<file path="config.mk">
export PLATFORM = sky130hd
export DESIGN_NAME = fan_pwm_ctrl
export DESIGN_NICKNAME = d
export VERILOG_FILES = /design/src/rtl/fan_pwm_ctrl.sv
export SDC_FILE = /design/constraint.sdc
export NUM_CORES = 1
export LEC_CHECK = 0
export ABC_AREA = 1
export CAP_MARGIN = 20
export CELL_PAD_IN_SITES_DETAIL_PLACEMENT = 0
export CELL_PAD_IN_SITES_GLOBAL_PLACEMENT = 1
export CORE_AREA = 2 2 76 78
export DETAILED_ROUTE_END_ITERATION = 8
export DIE_AREA = 0 0 78 80
export PLACE_DENSITY = 0.78
export SYNTH_ARGS = -nofsm -noshare
export SYNTH_HDL_FRONTEND = slang
export SYNTH_SLANG_ARGS = --single-unit
</file>
<file path="constraint.sdc">
create_clock -name clk -period 2.9 [get_ports clk]
set_input_delay 0.58 -clock clk [delete_from_list [all_inputs] [get_ports clk]]
set_output_delay 0.58 -clock clk [all_outputs]
set_load 0.02 [all_outputs]
</file>
<file path="src/rtl/fan_pwm_ctrl.sv">
// Fan driver sequencing controller.
// Turns a run request plus a duty setting into one registered enable for the fan driver.
// A start goes through a full-on kick-start, then PWM at the latched duty.
// Every stop goes through a minimum-off lockout before the fan may restart.
//
// Ports:
//   clk      - system clock, rising edge
//   rst_n    - asynchronous active-low reset
//   i_req    - fan run request (level)
//   i_duty   - requested on-fraction, i_duty / 2^PWM_W; all-ones means 100 %
//   i_force  - emergency full speed (level); acts as a request and overrides duty in RUN
//   o_fan_en - registered enable to the fan driver
//   o_state  - current state: 00 IDLE, 01 KICK, 10 RUN, 11 LOCKOUT
//   o_busy   - high whenever the state is not IDLE
module fan_pwm_ctrl #(
  parameter int unsigned PWM_W       = 8,
  parameter int unsigned PRESC       = 4,
  parameter int unsigned KICK_CYC    = 1024,
  parameter int unsigned MIN_OFF_CYC = 512
) (
  input  logic             clk,
  input  logic             rst_n,
  input  logic             i_req,
  input  logic [PWM_W-1:0] i_duty,
  input  logic             i_force,
  output logic             o_fan_en,
  output logic [1:0]       o_state,
  output logic             o_busy
);

  localparam int unsigned CycMax = (KICK_CYC > MIN_OFF_CYC) ? KICK_CYC : MIN_OFF_CYC;
  // Counts 0..CycMax-1 only, so it never wraps inside a state.
  localparam int unsigned CycW   = (CycMax > 1) ? $clog2(CycMax) : 1;
  localparam int unsigned PrescW = (PRESC > 1) ? $clog2(PRESC) : 1;

  localparam logic [CycW-1:0]   KickLast  = CycW'(KICK_CYC - 1);
  localparam logic [CycW-1:0]   OffLast   = CycW'(MIN_OFF_CYC - 1);
  localparam logic [PrescW-1:0] PrescLast = PrescW'(PRESC - 1);

  typedef enum logic [1:0] {
    StIdle    = 2'b00,
    StKick    = 2'b01,
    StRun     = 2'b10,
    StLockout = 2'b11
  } state_e;

  state_e             r_state,     w_state_d;
  logic [CycW-1:0]    r_cyc_cnt,   w_cyc_cnt_d;
  logic [PrescW-1:0]  r_presc_cnt, w_presc_cnt_d;
  logic [PWM_W-1:0]   r_pwm_cnt,   w_pwm_cnt_d;
  logic [PWM_W-1:0]   r_duty_q,    w_duty_q_d;
  logic               r_fan_en,    w_fan_en_d;
  logic               w_run;

  assign w_run = i_req | i_force;

  always_comb begin
    w_state_d     = r_state;
    w_cyc_cnt_d   = r_cyc_cnt;
    w_presc_cnt_d = r_presc_cnt;
    w_pwm_cnt_d   = r_pwm_cnt;
    w_duty_q_d    = r_duty_q;
    w_fan_en_d    = 1'b0;

    case (r_state)
      StIdle: begin
        if (w_run) begin
          w_state_d   = StKick;
          w_cyc_cnt_d = '0;
        end
      end
      StKick: begin
        if (!w_run) begin
          w_state_d   = StLockout;
          w_cyc_cnt_d = '0;
        end else if (r_cyc_cnt == KickLast) begin
          w_state_d     = StRun;
          w_presc_cnt_d = '0;
          w_pwm_cnt_d   = '0;
          w_duty_q_d    = i_duty;
        end else begin
          w_cyc_cnt_d = r_cyc_cnt + 1'b1;
        end
      end
      StRun: begin
        if (!w_run) begin
          w_state_d   = StLockout;
          w_cyc_cnt_d = '0;
        end else if (r_presc_cnt == PrescLast) begin
          w_presc_cnt_d = '0;
          w_pwm_cnt_d   = r_pwm_cnt + 1'b1;
          // Reload duty only at a period boundary so a change never cuts a pulse short.
          if (r_pwm_cnt == '1) begin
            w_duty_q_d = i_duty;
          end
        end else begin
          w_presc_cnt_d = r_presc_cnt + 1'b1;
        end
      end
      StLockout: begin
        if (r_cyc_cnt == OffLast) begin
          w_state_d   = StIdle;
          w_cyc_cnt_d = '0;
        end else begin
          w_cyc_cnt_d = r_cyc_cnt + 1'b1;
        end
      end
      default: w_state_d = StIdle;
    endcase

    // Enable derived from next-state values so it lines up with the state it belongs to.
    case (w_state_d)
      StKick:  w_fan_en_d = 1'b1;
      StRun:   w_fan_en_d = (w_pwm_cnt_d < w_duty_q_d) | (&w_duty_q_d) | i_force;
      default: w_fan_en_d = 1'b0;
    endcase
  end

  always_ff @(posedge clk or negedge rst_n) begin
    if (!rst_n) begin
      r_state     <= StIdle;
      r_cyc_cnt   <= '0;
      r_presc_cnt <= '0;
      r_pwm_cnt   <= '0;
      r_duty_q    <= '0;
      r_fan_en    <= 1'b0;
    end else begin
      r_state     <= w_state_d;
      r_cyc_cnt   <= w_cyc_cnt_d;
      r_presc_cnt <= w_presc_cnt_d;
      r_pwm_cnt   <= w_pwm_cnt_d;
      r_duty_q    <= w_duty_q_d;
      r_fan_en    <= w_fan_en_d;
    end
  end

  assign o_fan_en = r_fan_en;
  assign o_state  = r_state;
  assign o_busy   = (r_state != StIdle);

endmodule
</file>
==> summary.txt <==
Run status
  – Status: complete, no violations

Global routing
  – Gr usage total: 0.1839
  – First-pass GRT wire length: 8990 microns
  – Initial antenna violation count: 0
  – Largest net degree at the start of global routing: 32
  – Vias in the first global route: 1945
  – GR Overflow Total: 0

Placed design
  – Dpl hpwl: slightly below 4000 microns
  – RD Place Congestion: 0.8367
  – Port bufs: 15

Floorplan
  – DIE WIDTH: between 70 and 80 microns
  – Die Area: between 6000 and 7000 sq um
  – Site Rows: 27
  – Die H: 80 microns
  – Starting Density: 0.3937
  – Core box area: approximately 5400 sq um
  – Boundary Pins: 16

Power
  – Leakage: 1.370 nW
  – Total power divided by cell area: just under 800 nW/um^2
  – Total Power: 2.142 mW
  – Maximum vdd ir drop: about 520 uV

STA
  – Skew final: 4.629 ps
  – Count of final setup violators: 0
  – Worst-margin pin slew: 581.5 ps
  – Crit share post-route: 0.9273
  – Fin crit period: 2689 ps
  – Total negative slack: 0 ps
  – Fmax: 371.9 MHz
  – Fin. Hold Viols: 0
  – Max-slew violations: 0
  – Slew headroom: 0.6111
  – RSZ-0062 raised after global routing: false

Logic synthesis
  – Mapped Area: 2128 sq um
  – #FFs+latches synth: 31
  – Sequential element share of the synthesized area: 0.3645
  – Syn_nets: 313
  – Netlist cell types: 33
  – Ys async rst share: 1.000
  – Area leader, netlist: dfrtp_1
  – Ys flop type: dfrtp_1
  – Post-synth top area share: 0.3645
  – Synth area leaders: dfrtp_1 36%, nand2_1 10%, ha_1 9.4%
  – Mapped Cells: 285
  – Mean Syn Cell Area: 7.468 sq um
  – Post-synth EDFFs: 0
  – Synthesis Warnings: 0

CTS
  – Htree depth: 2
  – Hold buffer count at cts: 0
  – CTS tree: done
  – CTS max path bufs: 2
  – Number of CTS-inserted buffers: 5
  – Root Driver: clkbuf_8
  – Worst-Skew Late Latency: 280 ps
  – CTS sink cnt: 31
  – Reg clk slew, reported paths: about 70 ps

Setup path
  – Worst Path Required: about 3100 ps
  – Reg2Reg Setup Slack: between 200 and 250 ps
  – Crit path max fanout: 2
  – Startpoint types: input pin
  – Reg2reg path depth: 17
  – Reg-to-Reg Start: r_presc_cnt[0]
  – Reg2reg end: o_fan_en
  – Crit path DAT: slightly below 3000 ps
  – Crit end category: flip-flop
  – Kind of critical path: input pin to flip-flop

Min path
  – HP Class: flip-flop to flip-flop
  – Hold Path End: r_cyc_cnt[9]
  – Hold Path Depth: 1
  – Critical hold path startpoint: r_cyc_cnt[9]

Drt
  – Wire per inst: 12.51 microns
  – DRC viols: 0
  – Post-route ant nets: 0
  – Detailed Route WL: a little over 5000 microns
  – Iter 0 DRT Violations: 120
  – First drt pass iteration count: 4
  – Vias/cell: 4.804
  – DR vias: 1989

Cells and area
  – Nets@finish: ~370
  – Most frequent cells in the layout: 57 x nand2_1, 48 x inv_1, 37 x buf_4
  – Layout cell share with drive strength beyond 1: 0.2310
  – Ant. Diodes: 0
  – Most common cell after layout, fill and taps aside: nand2_1
  – Synth-to-Final Area Change: 30.22%

Flow run
  – Max-cap violation count: 0
## power breakdown
part / leakage, nW / switching (mW) / total, mW / internal, mW
clock network: 0.0515 / 0.168 / 0.385 / 0.217
logic: 0.897 / 0.739 / 1.22 / 0.484
registers: 0.422 / 0.0404 / 0.534 / 0.494
## cells by family (layout without fill, tap and decap cells)
family	Yosys count	count (layout)	share of synthesized area
adders and majority gates	16	16	0.09406
buffers and inverters	59	116	0.1052
and+or+nand+nor	132	132	0.3034
AOI/OAI and AO/OA	47	47	0.1329
DFF	31	31	0.3645
## sequential cells by signal, indices dropped and copies added (netlist names)
register	cells
o_fan_en	1
r_duty_q	8
o_state	2
r_cyc_cnt	10
r_pwm_cnt	8
r_presc_cnt	2
## critical path: stages
cell and delay (ps):
dlygate4sd2_1 230, inv_2 40, nand2_2 70, nand2_2 80, nor4_4 160, nand2_1 120, nor2_2 120, inv_1 80
nor2_2 130, a21oi_1 100, o32ai_2 250, ha_1 300, nand2_1 90, nor2_1 60, a211oi_2 190, nand2_1 80
nand2_1 70, nand2_1 60, a21oi_2 100
## layer usage
layer,vias up,global-route usage,routed length (microns)
met3,10,0.02602,177
met5,-,0,0
met2,38,0.2828,2236
li1,1032,-,-
met4,0,0.07544,116
met1,909,0.2599,2648
## repair_timing
item,4_1_cts,5_1_grt
gates resized for setup,6,4
pin swaps,12,6
buffers inserted,6,2
endpoints found under the setup margin,1,1
## cells in the mapped netlist (3+ instances only)
master / number
a21oi_1: 11
nor2_1: 24
nand2_2: 6
nor3_1: 3
nand2_1: 58
inv_1: 48
nand4_1: 6
nor2_2: 5
o22ai_1: 3
nand3_1: 17
o32ai_1: 3
inv_2: 7
nand3_2: 3
dfrtp_1: 31
o21ai_0: 16
nand2_4: 4
ha_1: 16
## cell type report
class                      count  area, sq um
fill                         559         2634
multi-input combinational    195         1170
sequential                    31        775.7
timing repair buffer          52        425.4
inverter                      56        210.2
clock buffer                   8        100.1
tap                           72        90.09
## through the flow
stage / setup WS, ps / util / hold WS (ps) / instance area (sq um) / instances
6_report: 210.8 / 0.5127 / 454.8 / 2771 / 414
5_1_grt: 20.44 / 0.5127 / 490.5 / 2771 / 414
4_1_cts: 81.47 / 0.5058 / 461.8 / 2734 / 412
3_5_place_dp: -461.8 / 0.4759 / 452.6 / 2572 / 398
3_3_place_gp: -342.9 / 0.4759 / 439.9 / 2572 / 398
2_1_floorplan: 213.8 / - / 284.4 / 2128 / 285
## worst max path at each step
stage | startpoint | end | cells after the start
floorplan | i_force | o_fan_en | 18
global placement | i_force | o_fan_en | 19
detailed placement | i_force | o_fan_en | 19
CTS | i_force | o_fan_en | 19
global route | i_force | o_fan_en | 19
finish | i_force | o_fan_en | 19
(Power assumes the default switching activity.)
